<file path="src/rtl/branch_redirect_sched.sv">
// ID-stage branch resolution sequencer: load-use bubble, registered fetch redirect handshake.
// Optional branch statistics counters are built when BRANCH_STATS_EN is defined.
module branch_redirect_sched #(
  parameter int unsigned PC_W  = 32,
  parameter int unsigned REG_W = 5
) (
  input  logic             clk,
  input  logic             rst_n,
  input  logic             stall_in,
  input  logic             id_valid,
  input  logic             id_is_branch,
  input  logic             id_uses_rt,
  input  logic [REG_W-1:0] id_rs,
  input  logic [REG_W-1:0] id_rt,
  input  logic             ex_load_valid,
  input  logic [REG_W-1:0] ex_load_rd,
  input  logic             cmp_taken,
  input  logic [PC_W-1:0]  br_target,
  input  logic             redirect_ready,
  output logic             redirect_valid,
  output logic [PC_W-1:0]  redirect_pc,
`ifdef BRANCH_STATS_EN
  input  logic             stat_clr,
  output logic [31:0]      stat_branches,
  output logic [31:0]      stat_taken,
`endif
  output logic             stall_id
);

  typedef enum logic [1:0] {StIdle, StHazard, StRedirect} state_e;

  state_e state_q;
  logic   hazard;
  logic   br_live;

  assign hazard = ex_load_valid && (ex_load_rd != '0) &&
                  ((ex_load_rd == id_rs) || (id_uses_rt && (ex_load_rd == id_rt)));
  assign br_live = id_valid && id_is_branch && !stall_in;

  // A branch behind a pending redirect waits; it re-evaluates from idle next cycle.
  always_comb begin
    stall_id = 1'b0;
    if (rst_n && br_live) begin
      unique case (state_q)
        StIdle:     stall_id = hazard;
        StRedirect: stall_id = 1'b1;
        default:    stall_id = 1'b0;
      endcase
    end
  end

  always_ff @(posedge clk or negedge rst_n) begin
    if (!rst_n) begin
      state_q        <= StIdle;
      redirect_valid <= 1'b0;
      redirect_pc    <= '0;
    end else if (!stall_in) begin
      unique case (state_q)
        StIdle: begin
          if (br_live) begin
            if (hazard) begin
              state_q <= StHazard;
            end else if (cmp_taken) begin
              redirect_pc    <= br_target;
              redirect_valid <= 1'b1;
              state_q        <= StRedirect;
            end
          end
        end
        StHazard: begin
          // Load has reached MEM and is forwarded, so the hazard is not re-checked.
          if (br_live && cmp_taken) begin
            redirect_pc    <= br_target;
            redirect_valid <= 1'b1;
            state_q        <= StRedirect;
          end else begin
            state_q <= StIdle;
          end
        end
        StRedirect: begin
          if (redirect_ready) begin
            redirect_valid <= 1'b0;
            state_q        <= StIdle;
          end
        end
        default: state_q <= StIdle;
      endcase
    end
  end

`ifdef BRANCH_STATS_EN
  logic resolve;

  assign resolve = br_live &&
                   (((state_q == StIdle) && !hazard) || (state_q == StHazard));

  always_ff @(posedge clk or negedge rst_n) begin
    if (!rst_n) begin
      stat_branches <= '0;
      stat_taken    <= '0;
    end else if (stat_clr) begin
      stat_branches <= '0;
      stat_taken    <= '0;
    end else if (resolve) begin
      stat_branches <= stat_branches + 32'd1;
      if (cmp_taken) begin
        stat_taken <= stat_taken + 32'd1;
      end
    end
  end
`endif

endmodule

</file>
<file path="config.mk">
export PLATFORM = sky130hd
export DESIGN_NAME = branch_redirect_sched
export DESIGN_NICKNAME = d
export VERILOG_FILES = /design/src/rtl/branch_redirect_sched.sv
export SDC_FILE = /design/constraint.sdc
export NUM_CORES = 1
export LEC_CHECK = 0
export BUFFER_PORTS_ARGS = -buffer_cell sky130_fd_sc_hd__clkbuf_2
export CORE_ASPECT_RATIO = 1.1
export CORE_MARGIN = 2
export CORE_UTILIZATION = 50
export DETAILED_ROUTE_END_ITERATION = 6
export PLACE_DENSITY = 0.87
export SYNTH_ARGS = -nofsm -noshare
export SYNTH_HDL_FRONTEND = slang
export SYNTH_SLANG_ARGS = --single-unit
</file>
<file path="constraint.sdc">
create_clock -name clk -period 2.9 [get_ports clk]
set_input_delay 0.58 -clock clk [delete_from_list [all_inputs] [get_ports clk]]
set_output_delay 0.58 -clock clk [all_outputs]
set_load 0.005 [all_outputs]
</file>
==> metrics.md <==
| Metric | Value |
|---|---|
| Quantity of hold-fixing buffers added after cts | 0 |
| Worst rel slew slack | 20.6% |
| Final worst slack | 0.432 ns |
| Layout Skew | 0.00236 ns |
| Post-Route WL | 5.13 mm |
| P&R area growth vs syn | 27.8% |
| Number of post-CTS setup repair buffers | 0 |
| Area of the core | 3710 µm² |
| Hold WC Path Type | in2async |
| Vias in the first global route | 1935 |
| Kind of critical path | in2out |
| Peak ir drop on the vdd network | 0.404 mV |
| I/O pins | 90 |
| Buffers on Ports | 89 |
| Mapped cell area | 1970 µm² |
| Standard-cell rows | 23 |
| Final-layout fill cell count | 320 |
| Power per standard cell area | 652 nW/µm² |
| Least-Margin Pin Slew | 1.19 ns |
| Synth cell types | 27 |
| Arrival time reported for the critical path endpoint | 1.89 ns |
| Fin. Hold Viols | 0 |
| Total die area | 4450 µm² |
| Leakage power | 1.23 nW |
| Startpoint Class | primary input |
| First-pass GRT wire length | 8.82 mm |
| Commonest non-fill, non-tap cells in the layout | sky130_fd_sc_hd__clkbuf_2, sky130_fd_sc_hd__nand2_1, sky130_fd_sc_hd__dfrtp_1 |
| Horizontal die dimension | 63.8 µm |
| Clock-pin slew reported for the worst setup and hold paths after clock tree synthesis | 0.07 ns |
| Sinks on Clock Net | 35 |
| Most common cell after layout, fill and taps aside | sky130_fd_sc_hd__clkbuf_2 |
| Antenna diode instance count | 0 |
| Gate Count Post-Synth | 220 |
| Worst Path Max Fanout | 3 |
| Post-route DRC | 0 |
| First DRT Iteration DRCs | 210 |
| Register area share after synthesis | 44.5% |
| Grt ovf | 0 |
| Syn Nets | 276 |
| Placed Instances | 345 |
| Starting density of the core | 53.0% |
| Half-perimeter wire length after detailed placement | 3.62 mm |
| Antenna violations before repair | 0 |
| Total track usage | 24.6% |
| Number of register bits inferred by synthesis | 35 |
| Cell Area, Placed | 2410 µm² |
| Routed wire length per instance | 14.5 µm |
| H-tree depth reported by CTS | 2 |
| GR Layer Usage met2 | 40.2% |
| Final critical-path required period | 2.47 ns |
| Ratio of final minimum period to clock period | 85.1% |
| Source-to-sink clock delay at the later pin of the worst-skew pair | 0.28 ns |
| Routing layer with the top usage in global route | met2 |
| Total number of yosys warnings | 0 |
| Die Span Y | 69.8 µm |
| Post-DR vias/cell | 5.69 |
| Required time reported for the critical path endpoint | 2.32 ns |
| Type of element capturing the critical path | primary output |
| Pin count of the biggest net entering global routing | 36 |
| Setup repair after global routing missed its margin | no |
| Number of search-and-repair iterations in the first detailed-routing pass | 4 |
| Total via count in the routed design | 2010 |
| Post-route setup TNS | 0 ns |
| Final std cells w/o fill | 353 |
| Design Area, Final | 2520 µm² |
| Net total in the final layout | 358 |
| Number of pins with negative max-slew slack in the final report | 0 |
| Number of buffers created by CTS | 5 |
| GPL Wtd Cong | 0.730 |
| Worst slack after detailed placement | 0.424 ns |
| Number of gates resized after cts | 0 |
| Max-capacitance violation count | 0 |
| Peak Freq | 405 MHz |
| Share of final-layout standard cells stronger than drive strength 1 | 36.0% |
| Status | completed |
| Clock Tree Root | sky130_fd_sc_hd__clkbuf_8 |
| Mean cell area of the mapped netlist | 8.95 µm² |
| Global Route met1 Usage | 31.5% |
| CTS Buffer Depth | 2 |
| Final setup violation count | 0 |
| CTS tree | done |
| R2R depth | 3 |
| GR met3 Demand/Resource | 6.66% |
| Detail Route Antenna Nets | 0 |
[path summary, 6_finish.rpt]
path	start	endpoint	slack (ns)
setup / recovery	ex_load_rd[3]	stall_id	0.43
min in group clk	br_target[9]	redirect_pc[9]$_DFFE_PN0P_	0.54
hold reg to reg	redirect_pc[29]$_DFFE_PN0P_	redirect_pc[29]$_DFFE_PN0P_	0.54
hold / removal	rst_n	redirect_pc[20]$_DFFE_PN0P_	0.37
setup reg to reg	state_q[1]$_DFFE_PN0P_	redirect_pc[12]$_DFFE_PN0P_	1.01
max in group asynchronous	rst_n	redirect_pc[27]$_DFFE_PN0P_	2.21
[kinds of logic after synthesis]
logic type	synth area share [%]
buffers and inverters	5.53
AO/OA/AOI/OAI	28.0
flip-flops	44.5
AND/OR/NAND/NOR	17.5
XOR/XNOR	4.45
[final cells by class]
class	count	area (µm²)	share of cell area [%]
clock buffers	7	96.3	3.83
clock inverters	1	7.51	0.298
inverters	1	3.75	0.149
multi-input cells	166	995	39.5
flip-flops and latches	35	876	34.8
well taps	50	62.6	2.49
repair buffers	93	475	18.9
[registers in the layout (all words and copies together) (netlist names)]
register and cells:
redirect_valid 1, state_q 2, redirect_pc 32
[metal layers]
metal  vias to the layer above  share of wire, %  wire (µm)
met5                         -                 0          0
met4                         0              0.86         44
met3                         6               7.2        371
met2                        78                51       2630
met1                       960                41       2090
li1                        966                 -          -
[where the power goes]
part	total (mW)	switching, mW	internal, mW
Clock	0.393	0.177	0.216
Sequential	0.752	0.123	0.629
Combinational	0.495	0.221	0.273
Total	1.64	0.521	1.12
[cell usage after synthesis]
master,n,area share [%]
sky130_fd_sc_hd__nand2_1,67,13
sky130_fd_sc_hd__dfrtp_1,35,45
sky130_fd_sc_hd__o21ai_0,34,8.6
sky130_fd_sc_hd__a221o_1,30,15
sky130_fd_sc_hd__xnor2_1,10,4.4
sky130_fd_sc_hd__nor2_1,7,1.3
sky130_fd_sc_hd__buf_2,6,1.5
sky130_fd_sc_hd__clkbuf_1,5,0.95
sky130_fd_sc_hd__a21oi_1,3,0.76
sky130_fd_sc_hd__buf_6,3,1.7
sky130_fd_sc_hd__clkbuf_2,3,0.76
sky130_fd_sc_hd__a221o_2,2,1.1
sky130_fd_sc_hd__a22o_1,1,0.45
sky130_fd_sc_hd__and2_1,1,0.32
sky130_fd_sc_hd__buf_4,1,0.38
sky130_fd_sc_hd__inv_1,1,0.19
sky130_fd_sc_hd__nand3_1,1,0.25
sky130_fd_sc_hd__nand3b_1,1,0.38
sky130_fd_sc_hd__nand4_1,1,0.32
sky130_fd_sc_hd__nand4b_1,1,0.45
sky130_fd_sc_hd__nor3_1,1,0.25
sky130_fd_sc_hd__nor3_2,1,0.51
sky130_fd_sc_hd__o211a_1,1,0.51
sky130_fd_sc_hd__o21ai_4,1,0.83
sky130_fd_sc_hd__o22a_1,1,0.45
sky130_fd_sc_hd__or2_2,1,0.32
sky130_fd_sc_hd__or4_4,1,0.57
[worst max-delay path: stages]
cell and delay (ns):
sky130_fd_sc_hd__clkbuf_2 0.11, sky130_fd_sc_hd__or4_4 0.55, sky130_fd_sc_hd__o21ai_4 0.21, sky130_fd_sc_hd__nor2_1 0.12, sky130_fd_sc_hd__o211a_1 0.22, sky130_fd_sc_hd__clkbuf_2 0.11
[per-stage QoR]
stage | utilization [%] | total power, mW | hold WS [ns]
final | 67.8 | 1.64 | 0.373
after global routing | 67.8 | 1.75 | 0.411
after floorplan | - | 1.00 | 0.284
after global placement | 65.0 | 1.22 | 0.520
after detailed placement | 65.0 | 1.26 | 0.529
after CTS | 67.8 | 1.65 | 0.384
(Power assumes the default switching activity.)
